[config.mk]
export PLATFORM = sky130hd
export DESIGN_NAME = hazard_fwd_unit
export DESIGN_NICKNAME = d
export VERILOG_FILES = /design/src/rtl/rv32i_types.sv /design/src/rtl/reg_scoreboard.sv /design/src/rtl/hazard_fwd_unit.sv
export SDC_FILE = /design/constraint.sdc
export NUM_CORES = 1
export LEC_CHECK = 0
export ABC_AREA = 1
export ABC_CLOCK_PERIOD_IN_PS = 10960
export BUFFER_PORTS_ARGS = -buffer_cell sky130_fd_sc_hd__clkbuf_2
export CAP_MARGIN = 40
export CORE_MARGIN = 2
export CORE_UTILIZATION = 30
export CTS_CLUSTER_SIZE = 12
export DETAILED_ROUTE_END_ITERATION = 16
export PLACE_DENSITY_LB_ADDON = 0.25
export SKIP_LAST_GASP = 1
export SYNTH_ARGS = -nofsm -noshare
export SYNTH_HDL_FRONTEND = slang
export SYNTH_SLANG_ARGS = --single-unit
[constraint.sdc]
create_clock -name clk -period 10.96 [get_ports clk]
set_clock_uncertainty 0.1 [all_clocks]
set_input_delay 0.548 -clock clk [delete_from_list [all_inputs] [get_ports clk]]
set_output_delay 0.548 -clock clk [all_outputs]
set_load 0.05 [all_outputs]
[src/rtl/rv32i_types.sv]
// rtl/rv32i_types.sv - shared types for the hazard/forwarding unit
package rv32i_types;

   typedef enum logic [1:0] {
      RUN      = 2'd0,
      LU_STALL = 2'd1,
      MEM_WAIT = 2'd2
   } hazard_state_t;

   localparam logic [4:0] REG_X0 = 5'd0;

   localparam int FWD_SEL_W = 2;
   typedef logic [FWD_SEL_W-1:0] fwd_sel_t;

   function automatic logic [5:0] popcount32(input logic [31:0] v);
      logic [5:0] cnt;
      cnt = '0;
      for (int i = 0; i < 32; i++) begin
         cnt = cnt + {5'd0, v[i]};
      end
      return cnt;
   endfunction

endpackage

[src/rtl/reg_scoreboard.sv]
// rtl/reg_scoreboard.sv - pending-register bitmap for long-latency results
module reg_scoreboard
   import rv32i_types::*;
(
   input  logic        clk,
   input  logic        rst,
   input  logic        set_en,
   input  logic [4:0]  set_rd,
   input  logic        clr_en,
   input  logic [4:0]  clr_rd,
   output logic [31:0] pend_map,
   output logic [5:0]  pend_cnt
);

   logic [31:0] pend_nxt;

   // Set is applied after clear so an issue/done collision leaves the bit set.
   always_comb begin
      pend_nxt = pend_map;
      if (clr_en) begin
         pend_nxt[clr_rd] = 1'b0;
      end
      if (set_en && (set_rd != REG_X0)) begin
         pend_nxt[set_rd] = 1'b1;
      end
   end

   always_ff @(posedge clk) begin
      if (rst) begin
         pend_map <= '0;
      end else begin
         pend_map <= pend_nxt;
      end
   end

   assign pend_cnt = popcount32(pend_map);

endmodule

[src/rtl/hazard_fwd_unit.sv]
// rtl/hazard_fwd_unit.sv - operand forwarding, load-use and scoreboard stall control (HAZARD_DEC_BYPASS_EN)
module hazard_fwd_unit
   import rv32i_types::*;
#(
   parameter int NUM_SRC = 2,
   parameter int NUM_FWD = 2,
   parameter int SELW    = $clog2(NUM_FWD + 1)
) (
   input  logic                    clk,
   input  logic                    rst,
   input  logic [NUM_SRC*5-1:0]    src_exe,
   input  logic [NUM_SRC*5-1:0]    src_dec,
   input  logic [NUM_FWD*5-1:0]    fwd_rd,
   input  logic [NUM_FWD-1:0]      fwd_we,
   input  logic [NUM_FWD-1:0]      fwd_load,
   input  logic                    long_issue,
   input  logic [4:0]              long_rd,
   input  logic                    long_done,
   input  logic [4:0]              long_done_rd,
   input  logic                    dmem_busy,
   output logic [NUM_SRC*SELW-1:0] fwd_sel,
   output logic [NUM_SRC-1:0]      dec_bypass,
   output logic                    stall,
   output logic                    bubble,
   output logic [5:0]              pend_cnt
);

   hazard_state_t state, state_nxt;
   logic [31:0]        pend_map;
   logic               lu_hit;
   logic               dec_pend_hit;
   logic               dec_raw_stall;
   logic [NUM_SRC-1:0] dec_old;
   logic [4:0]         old_rd;
   logic               unused_fwd_load;

   assign old_rd          = fwd_rd[(NUM_FWD-1)*5 +: 5];
   assign unused_fwd_load = &{1'b0, fwd_load};

   reg_scoreboard u_sb (
      .clk      (clk),
      .rst      (rst),
      .set_en   (long_issue),
      .set_rd   (long_rd),
      .clr_en   (long_done),
      .clr_rd   (long_done_rd),
      .pend_map (pend_map),
      .pend_cnt (pend_cnt)
   );

   // Walk oldest to youngest so the youngest matching stage wins.
   always_comb begin
      fwd_sel = '0;
      for (int s = 0; s < NUM_SRC; s++) begin
         for (int k = NUM_FWD - 1; k >= 0; k--) begin
            if (fwd_we[k] && (fwd_rd[k*5 +: 5] != REG_X0) &&
                (fwd_rd[k*5 +: 5] == src_exe[s*5 +: 5])) begin
               fwd_sel[s*SELW +: SELW] = SELW'(k + 1);
            end
         end
      end
   end

   always_comb begin
      lu_hit       = 1'b0;
      dec_pend_hit = 1'b0;
      dec_old      = '0;
      for (int s = 0; s < NUM_SRC; s++) begin
         if (fwd_load[0] && fwd_we[0] && (fwd_rd[4:0] != REG_X0) &&
             (src_exe[s*5 +: 5] == fwd_rd[4:0])) begin
            lu_hit = 1'b1;
         end
         if ((src_dec[s*5 +: 5] != REG_X0) && pend_map[src_dec[s*5 +: 5]]) begin
            dec_pend_hit = 1'b1;
         end
         if (fwd_we[NUM_FWD-1] && (old_rd != REG_X0) && (old_rd == src_dec[s*5 +: 5])) begin
            dec_old[s] = 1'b1;
         end
      end
   end

`ifdef HAZARD_DEC_BYPASS_EN
   assign dec_bypass    = dec_old;
   assign dec_raw_stall = 1'b0;
`else
   assign dec_bypass    = '0;
   assign dec_raw_stall = |dec_old;
`endif

   always_ff @(posedge clk) begin
      if (rst) begin
         state <= RUN;
      end else begin
         state <= state_nxt;
      end
   end

   // MEM_WAIT holds the stall through the cycle busy drops; the response is consumed then.
   always_comb begin
      state_nxt = state;
      stall     = 1'b0;
      bubble    = 1'b0;
      case (state)
         RUN: begin
            stall = dec_pend_hit | dec_raw_stall;
            if (lu_hit) begin
               state_nxt = LU_STALL;
            end else if (dmem_busy) begin
               state_nxt = MEM_WAIT;
            end
         end
         LU_STALL: begin
            stall     = 1'b1;
            bubble    = 1'b1;
            state_nxt = dmem_busy ? MEM_WAIT : RUN;
         end
         MEM_WAIT: begin
            stall = 1'b1;
            if (!dmem_busy) begin
               state_nxt = RUN;
            end
         end
         default: begin
            state_nxt = RUN;
         end
      endcase
   end

endmodule

# After elaboration in Yosys (flattened, before gate mapping)
# Cells that the tools add are included.
[word_totals] ff_bits=34 latchBits=0 ram_bits=0 mem_bits_ro=0 in_bits=49 output_inout_bits=14 elab_cells=108 mem_count=0
[op_classes] add_sub_neg=31 multipliers=0 div=0 order_cmp=6 eq_ne=12 n_shift=0 n_mux=27 bitwise_logic=4 n_reduce_logical=26
[ops] operator="6-bit by 1-bit adder with 6-bit output" count=30
[ops] operator="32-bit two-way mux" count=2
[ops] operator="5-bit equality test" count=8
[ops] operator="32-bit AND" count=1
[ops] operator="32-bit inverter" count=1
[ops] operator="32-bit bitwise OR" count=1
[ops] operator="5-bit nonzero test" count=5
[ops] operator="5-bit by 6-bit < comparator with 1-bit output (second input constant)" count=4
[ops] operator="1-bit logical AND" count=17
[ops] operator="2-bit two-way mux" count=8
[ops] operator="1-bit two-way mux" count=11
[ops] operator="1-bit binary-select mux with 5-bit select" count=2
[ops] operator="1-bit demux with 5-bit select" count=2
[ops] operator="5-bit by 1-bit greater-or-equal comparator with 1-bit output (second input constant)" count=2
[ops] operator="2-bit one-hot mux with 3 select lines" count=1
[ops] operator="2-bit OR reduction" count=2
[ops] operator="3-bit inequality test (second input constant)" count=1
[ops] operator="1-bit by 1-bit adder with 2-bit output" count=1
[ops] operator="2-bit by 1-bit equality test with 1-bit output (second input constant)" count=1
[ops] operator="2-bit equality test (second input constant)" count=1
[ops] operator="2-bit zero test" count=1
[ops] operator="2-bit inequality test (second input constant)" count=1
[ops] operator="1-bit one-hot mux with 2 select lines" count=1
[ops] operator="2-bit AND reduction" count=1
[ops] operator="1-bit bitwise OR" count=1

# Longest topological paths before layout
# Gate-level depths: netlist of run 1.
[depth] ltp_word=31 ltp_mapped=18 mapped_depth_nobuf=18

# Cells and area by module
# Synthesis of run 1 repeated with hierarchy kept, for this count alone.
[hier_totals] cells_unflattened=588 hier_area_um2=3694.8
[by_module_without_submodules] module="reg_scoreboard" instances=1 cells_per_inst=292 area_per_inst_um2=2239.6 seq_area_each_um2=640.6
[by_module_without_submodules] module="hazard_fwd_unit" instances=1 cells_per_inst=296 area_per_inst_um2=1455.1 seq_area_each_um2=40.0

# Worst setup path after synthesis of run 1
# Ideal clock, no wire load.
[synth_path] path_type="register to output" startpoint="register u_sb.pend_map[1]" endpoint="output port pend_cnt[4]" t_arrival_ns=5.239 required_ns=10.312 slack_ns=5.073 path_stages_with_launch=13 n_path_buf=0 cell_sequence="dfxtp_1 ha_1 inv_1 fa_1 fa_1 fa_1 fa_1 fa_1 fa_1 fa_1 fa_1 o21ai_0 xor2_1"
[synth_via] elab_chain_cells=31
[synth_lines] item="start, declared" line="reg_scoreboard.sv:11" text="output logic [31:0] pend_map,"
[synth_lines] item="start signal, assigned" line="reg_scoreboard.sv:32" text="pend_map <= pend_nxt;"
[synth_lines] item="1-bit by 1-bit adder with 2-bit output" line="rv32i_types.sv:19" text="cnt = cnt + {5'd0, v[i]};"
[synth_lines] item="6-bit by 1-bit adder with 6-bit output (30 in a row)" line="rv32i_types.sv:19"
[synth_lines] item="end, declared" line="hazard_fwd_unit.sv:25" text="output logic [5:0] pend_cnt"
# Every way passes these cells.

# Final worst setup path of run 1
# Ends and elaborated chain as after synthesis.

==> results_dict.tcl, run 1 <==
set metrics [dict create \
    fin_area_um2 4000 \
    power_uw 362 \
    post_cts_buffers 0 \
    whs_path_depth 2 \
    netlist-cell-type-count 28 \
    switchingPower_uw 114 \
    rrSetupSlack_ps 9590 \
    dieArea_um2 12500 \
    yosysSeqAreaShare_pct 19.5 \
    p_seq_share_pct 35.4 \
    antenna_found_initial 0 \
    drive_above_1_share_pct 12.5 \
    vias 3560 \
    insertion_delay_ps 270 \
    grt_start_max_net_pins 35 \
    reg2reg_from "state[0]" \
    sw_frac_of_total_pct 31.6 \
    min_to "u_sb.pend_map[11]" \
    cts_inserted_buffers 5 \
    die_y_um 112 \
    syn_area_per_cell_um2 6.55 \
    diodes 0 \
    endpoint_kind "primary output" \
    tns_ps 0 \
    p_clk_share_pct 36.5 \
    grt_first_pass_wirelength_mm 16.6 \
    gp_congestion 0.862 \
    netlist_area_um2 3480 \
    power_density_nw_per_um2 90.4 \
    netlist_instances 532 \
    startpoint "u_sb.pend_map[1]" \
    worst_pin_slew_ps 706 \
    viasPerCell 4.90 \
    drv_slew 0 \
    nets 669 \
    fmax_ghz 0.166 \
    worstSetupStartpointType "flop" \
    postCtsHoldBufs 0 \
    leakage_uw 0.00192 \
    cts_resized 0 \
    fill_cells 1240 \
    ys_seq_elements 34 \
    ant_nets 0 \
    hold_path_startpoint "u_sb.pend_map[11]" \
    finalWirelength_mm 10.1 \
    io_pins 63 \
    cp_data_required_time_ps 10310 \
    die_w_um 112 \
    drt_iter0_drc 207 \
    rsz0062_at_grt "no" \
    peakVddDrop_mv 0.0865 \
    max_cap_viol_count 0 \
    hold_violations 0 \
    place_hpwl_mm 8.12 \
    postLayoutSetupSlackWorst_ps 4950 \
    coreArea_um2 11400 \
    grt_usage_pct 16.2 \
    cts.reportedPaths.clkPinSlew_ps 50 \
    synth_top_area_share_pct 19.5 \
    first_pass_iters 5 \
    cts_max_level 2 \
    hold_class "flop to flop" \
    status "finished clean" \
    p_comb_share_pct 28.1 \
    initial_core_util_pct 30.6 \
    critPathKind "flop to primary output" \
    crit_fanout 3 \
    dpl.cell_count 720 \
    cts_num_sinks 34 \
    pre_cts_ws_ps 5230 \
    grt-ovfl-total 0 \
    ys.warnings.count 0 \
    place_area_um2 3860 \
    rows 39 \
    synthTopCellsByArea "dfxtp_1 (20%), nand2_1 (14%), fa_1 (14%)" \
    fin_crit_ps 6010 \
    portBuffers 59 \
    p_int_uw 247 \
    clockBufferDepth 2 \
    drc_errors 0 \
    finalCritPeriodShare_pct 54.8 \
    layout-area-overhead-vs-synth_pct 14.8 \
    routedWlPerCell_um 13.8 \
    slew_headroom_pct 52.9 \
    grt_pass1_vias 3362 \
    finalSetupViolations 0 \
    rr_endpoint "state[0]" \
    cts_tree "yes" \
    finalNonFillerCells 726 \
    cp.arrival_ps 5360 \
    synth_top_area_cell "dfxtp_1" \
    cts_root_buffer "clkbuf_16" \
    r2r_cells 5 \
]
-- logic make-up after synthesis --
logic type,share of synthesized area [%]
simple gates,28.8
buf+inv,13.8
compound gates,12.4
fa+ha+maj,18.1
flops,19.5
xor+xnor,7.29
other cells,0.108
-- cell type report --
| cell class | instances | area (µm²) | share of cell area, % |
|---|---|---|---|
| inverter | 93 | 349 | 8.73 |
| tap | 143 | 179 | 4.48 |
| clock buffer | 6 | 139 | 3.47 |
| multi-input combinational | 387 | 2330 | 58.2 |
| timing repair buffer | 63 | 323 | 8.08 |
| sequential | 34 | 681 | 17.0 |
-- power by group through the flow --
stage	logic, µW	clock network [µW]	registers, µW
final	101	132	128
after global routing	114	139	128
after CTS	102	135	128
after detailed placement	101	0	130
after global placement	99.6	0	130
after floorplan	73.4	0	130
-- stage by stage --
step           hold slack, ps  util, %
2_1_floorplan             350        -
3_3_place_gp              361     33.7
3_5_place_dp              368     33.9
4_1_cts                   373     35.2
5_1_grt                   412     35.2
6_report                  370     35.2
-- placed cells by master, fill, tap and decap left out --
cell,Yosys,routed
o21ai_0,37,37
or2_1,1,1
a21oi_1,41,41
nor2_1,19,19
clkbuf_8,0,1
o21bai_1,1,1
inv_2,3,3
nand2_1,131,131
nand3_1,60,60
xor2_1,18,18
nor3_1,18,18
or2_0,1,1
conb_1,1,2
or2_2,1,1
clkbuf_2,0,59
clkbuf_16,0,5
nand4_1,5,5
a31oi_1,1,1
inv_1,90,90
buf_4,5,3
dfxtp_1,34,34
buf_2,5,1
o21ai_1,1,1
fa_1,24,24
ha_1,12,12
xnor2_1,11,11
o211ai_1,3,3
-- per-layer routing --
layer | wire length, µm | vias to the layer above | part of all wire (%) | GRT usage (%)
met5 | 0 | - | 0 | 0
met2 | 4680 | 112 | 47 | 26.7
met1 | 4770 | 1661 | 47 | 22.9
met4 | 65 | 0 | 0.65 | 3.13
li1 | - | 1781 | - | -
met3 | 535 | 6 | 5.3 | 2.07
-- synthesized netlist by cell type, drive strengths merged --
master and instances:
nand2 131, clkbuf 4, nand3 60, conb 1
nor2 19, o211ai 3, dfxtp 34, ha 12
nor3 18, xor2 18, xnor2 11, or2 3
fa 24, inv 93, a31oi 1, buf 15
o21ai 38, nand4 5, o21bai 1, a21oi 41
-- registers in the layout, indices dropped and copies added, names as in the netlist --
signal / count
u_sb.pend_map: 32
state: 2
-- critical path: stages (launching register included) --
cell      delay (ps)
dfxtp_1          370
ha_1             250
inv_1             70
fa_1             440
fa_1             540
fa_1             440
fa_1             510
fa_1             540
fa_1             420
fa_1             420
fa_1             410
o21ai_0          220
xor2_1           170
clkbuf_2         300
-- how the worst max path moves through the flow --
stage	end	slack [ps]
after floorplan	pend_cnt[4]	5070
after global placement	pend_cnt[4]	5270
after detailed placement	pend_cnt[4]	5230
after CTS	pend_cnt[4]	4940
after global routing	pend_cnt[4]	4760
final	pend_cnt[4]	4950
No activity file was read; power rests on OpenSTA's default activity.
==> run 2, diff against run 1 <==
--- a/config.mk
+++ b/config.mk
@@ -6,7 +6,7 @@
 export NUM_CORES = 1
 export LEC_CHECK = 0
 export ABC_AREA = 1
-export ABC_CLOCK_PERIOD_IN_PS = 10960
+export ABC_CLOCK_PERIOD_IN_PS = 5000
 export BUFFER_PORTS_ARGS = -buffer_cell sky130_fd_sc_hd__clkbuf_2
 export CAP_MARGIN = 40
 export CORE_MARGIN = 2
==> constraint.sdc (replaced) <==
create_clock -name clk -period 5 [get_ports clk]
set_clock_uncertainty 0.1 [all_clocks]
set_input_delay 0.25 -clock clk [delete_from_list [all_inputs] [get_ports clk]]
set_output_delay 0.25 -clock clk [all_outputs]
set_load 0.05 [all_outputs]
==> results_dict.tcl, run 2 (synthesis results as in run 1) <==
set metrics [dict create \
    ant_nets 0 \
    hold_class "input port to flop" \
    sw_frac_of_total_pct 31.7 \
    finalSetupViolations 5 \
    cts_max_level 2 \
    worst_pin_slew_ps 869 \
    p_comb_share_pct 28.3 \
    power_uw 809 \
    ff_latch_area_um2 683 \
    finalWirelength_mm 10.1 \
    utilization_pct 37.7 \
    place_hpwl_mm 8.43 \
    cp.arrival_ps 5000 \
    cts_inserted_buffers 5 \
    layout_common_cells "nand2_1 (131), inv_1 (88), nand3_1 (60), clkbuf_2 (54), a21oi_1 (41)" \
    drt_iter0_drc 180 \
    peakVddDrop_mv 0.178 \
    max_stage_delay_ps 510 \
    drc_errors 0 \
    insertion_delay_ps 270 \
    viasPerCell 4.80 \
    portBuffers 59 \
    rr_endpoint "state[0]" \
    antenna_found_initial 0 \
    die_y_um 112 \
    cts.reportedPaths.clkPinSlew_ps 50 \
    coreArea_um2 11400 \
    switchingPower_uw 257 \
    grt_pass1_vias 3285 \
    status "finished, violations left" \
    dieArea_um2 12500 \
    rsz0062_at_grt "yes" \
    p_seq_share_pct 34.6 \
    fmax_ghz 0.187 \
    initial_core_util_pct 30.6 \
    drv_slew 0 \
    clockBufferDepth 2 \
    grt_start_max_net_pins 35 \
    whs_ps 210 \
    layout-area-overhead-vs-synth_pct 23.2 \
    nets 689 \
    r2r_cells 5 \
    critPathKind "flop to primary output" \
    hold_path_startpoint "dmem_busy" \
    grt_first_pass_wirelength_mm 16.5 \
    rows 39 \
    post_cts_buffers 0 \
    path_cells "ha_4 -> inv_2 -> fa_1 -> fa_1 -> fa_1 -> fa_1 -> fa_1 -> fa_1 -> fa_2 -> fa_2 -> o21ai_4 -> xor2_4 -> buf_8" \
    grt_usage_pct 16.2 \
    hold_violations 0 \
    cp_data_required_time_ps 4650 \
    diodes 0 \
    cts_num_sinks 34 \
    pre_cts_ws_ps -213 \
    cp_common_cell "fa_1" \
    power_density_nw_per_um2 189 \
    max_cap_viol_count 0 \
    gp_congestion 0.885 \
    worstSetupStartpointType "flop" \
    fill_cells 1248 \
    vias 3590 \
    reg2reg_from "state[0]" \
    die_w_um 112 \
    crit_fanout 2 \
    leakage_uw 0.00205 \
    multi_input_area_um2 2410 \
    largest_register_ffs 32 \
    cts_tree "yes" \
    crit_family "adder cells" \
    slowest_stage "fa_1" \
    postLayoutSetupSlackWorst_ps -347 \
    cts_root_buffer "clkbuf_16" \
    drive_above_1_share_pct 17.5 \
    first_pass_iters 4 \
    final_common_cell "nand2_1" \
    min_to "state[0]" \
    p_clk_share_pct 37.1 \
    endpoint_kind "primary output" \
    routedWlPerCell_um 13.6 \
    path_buf_inv 2 \
    whs_path_depth 4 \
    fin_crit_ps 5350 \
    slew_headroom_pct 41.6 \
    p_int_uw 553 \
    failed_checks "negative setup slack" \
    io_pins 63 \
    rrSetupSlack_ps 3600 \
    grt-ovfl-total 0 \
    largest-register "u_sb.pend_map" \
    reg.largest.list "u_sb.pend_map x32, state x2" \
    finalCritPeriodShare_pct 107 \
    postCtsHoldBufs 0 \
]
## run 2: power groups by stage
stage | Combinational (µW) | Clock [µW] | Sequential (µW)
after detailed placement | 227 | 0 | 285
after CTS | 229 | 308 | 280
after global placement | 222 | 0 | 285
final | 229 | 300 | 280
after floorplan | 162 | 0 | 284
after global routing | 255 | 324 | 280
## run 2: worst max path at each step
stage | from | end | slack, ps | depth (start not counted)
after detailed placement | u_sb.pend_map[0] | pend_cnt[4] | -210 | 13
after CTS | u_sb.pend_map[1] | pend_cnt[4] | -420 | 13
after global routing | u_sb.pend_map[1] | pend_cnt[4] | -490 | 13
final | u_sb.pend_map[1] | pend_cnt[4] | -350 | 13
after global placement | u_sb.pend_map[0] | pend_cnt[4] | -190 | 13
after floorplan | u_sb.pend_map[0] | pend_cnt[4] | -80 | 12
## run 2: layout make-up
class	count	share of cell area, %
multi-input combinational	387	56.1
sequential	34	15.9
timing repair buffer	83	12.2
inverter	93	8.13
tap	143	4.17
clock buffer	7	3.32
clock inverter	1	0.117
## run 2: layer usage
| layer | share of wire [%] | up-vias | track usage (%) |
|---|---|---|---|
| met2 | 46 | 97 | 25.5 |
| met3 | 3.8 | 6 | 1.52 |
| li1 | - | 1821 | - |
| met4 | 0.52 | 0 | 2.96 |
| met5 | 0 | - | 0 |
| met1 | 49 | 1666 | 24.4 |
## run 2: repair_timing
| action | in CTS | in global routing |
|---|---|---|
| setup endpoints to repair | 5 | 5 |
| pin swaps | 6 | 3 |
| gates resized for setup | 12 | 3 |
## run 2: worst min-delay path: cells and delay by family
| family | cells | cell delay, ps |
|---|---|---|
| buffers and inverters | 1 | 100 |
| and+or+nand+nor | 1 | 60 |
| AOI/OAI and AO/OA | 2 | 120 |
## run 2: stage by stage
step	area [µm²]	setup TNS, ps	std cells
2_1_floorplan	3540	-214	533
3_3_place_gp	4080	-282	737
3_5_place_dp	4090	-386	740
4_1_cts	4290	-1580	748
5_1_grt	4290	-2080	748
6_report	4290	-1210	748
==> run 3, diff against run 2 <==
--- a/config.mk
+++ b/config.mk
@@ -11,10 +11,11 @@
 export CAP_MARGIN = 40
 export CORE_MARGIN = 2
 export CORE_UTILIZATION = 30
-export CTS_CLUSTER_SIZE = 12
+export CTS_CLUSTER_SIZE = 20
 export DETAILED_ROUTE_END_ITERATION = 16
 export PLACE_DENSITY_LB_ADDON = 0.25
 export SKIP_LAST_GASP = 1
 export SYNTH_ARGS = -nofsm -noshare
 export SYNTH_HDL_FRONTEND = slang
+export SYNTH_HIERARCHICAL = 1
 export SYNTH_SLANG_ARGS = --single-unit
==> constraint.sdc (replaced) <==
create_clock -name clk -period 5 [get_ports clk]
set_clock_uncertainty 0.1 [all_clocks]
set_input_delay 0.25 -clock clk [delete_from_list [all_inputs] [get_ports clk]]
set_output_delay 0.25 -clock clk [all_outputs]
set_load 0.02 [all_outputs]
==> results_dict.tcl, run 3 <==
set metrics [dict create \
    status "finished, violations left" \
    failed_checks "negative setup slack" \
    synth_common_cells "nand2_1 (181), inv_1 (100), nand3_1 (58), a21oi_1 (39), dfxtp_1 (34)" \
    antenna_found_initial 0 \
    ys.warnings.count 6 \
    rsz0062_at_grt "yes" \
    leakage_uw 0.00202 \
    cp_common_cell "fa_1" \
    path_buf_inv 2 \
    nets 739 \
    die_w_um 115 \
    viasPerCell 4.83 \
    die_y_um 115 \
    portBuffers 59 \
    grt-ovfl-total 0 \
    synth_top_area_cell "dfxtp_1" \
    layout-area-overhead-vs-synth_pct 19.3 \
    finalSetupViolations 3 \
    netlist_instances 588 \
    fill_cells 1335 \
    finalCritPeriodShare_pct 106 \
    reg.largest.list "u_sb/pend_map x32, state x2" \
    critPathKind "flop to primary output" \
    largest_register_ffs 32 \
    rows 40 \
    dpl.cell_count 794 \
    slew_headroom_pct 52.6 \
    fmax_ghz 0.189 \
    grt_first_pass_wirelength_mm 17.9 \
    routedWlPerCell_um 13.9 \
    cts.reportedPaths.clkPinSlew_ps 50 \
    endpoint_kind "primary output" \
    slowest_stage "fa_1" \
    crit_fanout 2 \
    max_stage_delay_ps 570 \
    coreArea_um2 12000 \
    insertion_delay_ps 270 \
    ff_latch_area_um2 682 \
    drive_above_1_share_pct 17.3 \
    finalWirelength_mm 11.1 \
    yosysMostFrequentCell "nand2_1" \
    multi_input_area_um2 2540 \
    path_cells "fa_1 -> inv_2 -> fa_1 -> fa_1 -> fa_1 -> fa_1 -> fa_1 -> fa_2 -> fa_2 -> nand3b_1 -> nand2_2 -> xor2_2 -> clkbuf_8" \
    final_common_cell "nand2_1" \
    layout_common_cells "nand2_1 (179), inv_1 (98), nand3_1 (58), clkbuf_2 (54), a21oi_1 (38)" \
    synth_ff_type "dfxtp_1" \
    synthTopCellsByArea "dfxtp_1 (18%), nand2_1 (18%), fa_1 (13%)" \
    grt_start_max_net_pins 35 \
    drt_iter0_drc 230 \
    dieArea_um2 13200 \
    grt_usage_pct 17.0 \
    postLayoutSetupSlackWorst_ps -287 \
    peakVddDrop_mv 0.114 \
    cts_tree "yes" \
    diodes 0 \
    postCtsHoldBufs 0 \
    worstSetupStartpointType "flop" \
    async_flop_share_pct 0 \
    crit_family "adder cells" \
    synth_top_area_share_pct 18.4 \
    place_hpwl_mm 8.96 \
    hold_violations 0 \
    cts_inserted_buffers 5 \
    pre_cts_ws_ps -128 \
    finalNonFillerCells 800 \
    cts_root_buffer "clkbuf_16" \
    netlist_area_um2 3690 \
    netlist-cell-type-count 31 \
    gp_congestion 0.861 \
    syn_area_per_cell_um2 6.28 \
    ys_seq_elements 34 \
    max_cap_viol_count 0 \
    first_pass_iters 5 \
    clockBufferDepth 2 \
    fin_crit_ps 5290 \
    vias 3864 \
    largest-register "u_sb/pend_map" \
    ant_nets 0 \
    tns_ps -477 \
    initial_core_util_pct 30.8 \
    drv_slew 0 \
    cts_max_level 2 \
    cp_data_required_time_ps 4650 \
    worst_pin_slew_ps 710 \
    yosysSeqAreaShare_pct 18.4 \
    cp.arrival_ps 4940 \
    power_density_nw_per_um2 180 \
    grt_pass1_vias 3633 \
    synth_edf_count 0 \
    post_cts_buffers 0 \
    cts_num_sinks 34 \
    io_pins 63 \
    drc_errors 0 \
    hold_class "input port to flop" \
]
==> run 3: where the power goes <==
| group | total [µW] | internal, µW | switching [µW] |
|---|---|---|---|
| combinational | 213 | 76.7 | 137 |
| sequential | 279 | 275 | 3.71 |
| clock | 300 | 192 | 108 |
==> run 3: layout make-up <==
type | instances | area share [%]
clock buffer | 6 | 3.15
sequential | 34 | 15.5
timing repair buffer | 76 | 10.1
inverter | 112 | 9.53
multi-input combinational | 425 | 57.6
tap | 147 | 4.17
==> run 3: logic make-up (layout without fill, tap and decap cells) <==
| family | after synthesis | in the layout | synth area share (%) |
|---|---|---|---|
| buf+inv | 130 | 194 | 14.1 |
| other cells | 1 | 2 | 0.101 |
| xor+xnor | 26 | 26 | 6.16 |
| fa+ha+maj | 36 | 36 | 17.1 |
| simple gates | 295 | 295 | 34.5 |
| compound gates | 66 | 66 | 9.65 |
| flops | 34 | 34 | 18.4 |
==> run 3: stage by stage <==
| step | area (µm²) | utilization, % | total power, µW | hold slack [ps] |
|---|---|---|---|---|
| after floorplan | 3710 | - | 424 | 219 |
| after global placement | 4210 | 35.1 | 492 | 363 |
| after detailed placement | 4210 | 35.1 | 496 | 367 |
| after CTS | 4380 | 36.4 | 795 | 229 |
| after global routing | 4410 | 36.7 | 831 | 277 |
| final | 4410 | 36.7 | 793 | 224 |
==> run 3: worst paths after layout <==
| check | start | to | slack (ps) | cells after the start |
|---|---|---|---|---|
| worst max-delay path | u_sb/pend_map[7] | pend_cnt[4] | -290 | 13 |
| worst min register to register | u_sb/pend_map[0] | u_sb/pend_map[0] | 380 | 2 |
| worst min-delay path | dmem_busy | state[1] | 220 | 4 |
| worst max register to register | state[0] | state[1] | 3710 | 6 |
==> run 3: per-layer routing <==
| metal | GRT usage, % | vias up | part of all wire [%] |
|---|---|---|---|
| li1 | - | 1939 | - |
| met1 | 24.8 | 1779 | 48 |
| met2 | 26.5 | 126 | 45 |
| met3 | 2.00 | 20 | 5.3 |
| met4 | 4.98 | 0 | 1.9 |
| met5 | 0 | - | 0 |
==> run 3: repair_timing <==
action                                  CTS  global route
gates resized for setup                  10            11
pin swaps                                 4             2
endpoints found under the hold margin     0             0
endpoints found under the setup margin    5             5
==> run 3: tightest hold or removal path: cells and delay by family <==
| kind | cells | cell delay, ps |
|---|---|---|
| buffers and inverters | 1 | 90 |
| AOI/OAI and AO/OA | 1 | 60 |
| and+or+nand+nor | 2 | 150 |
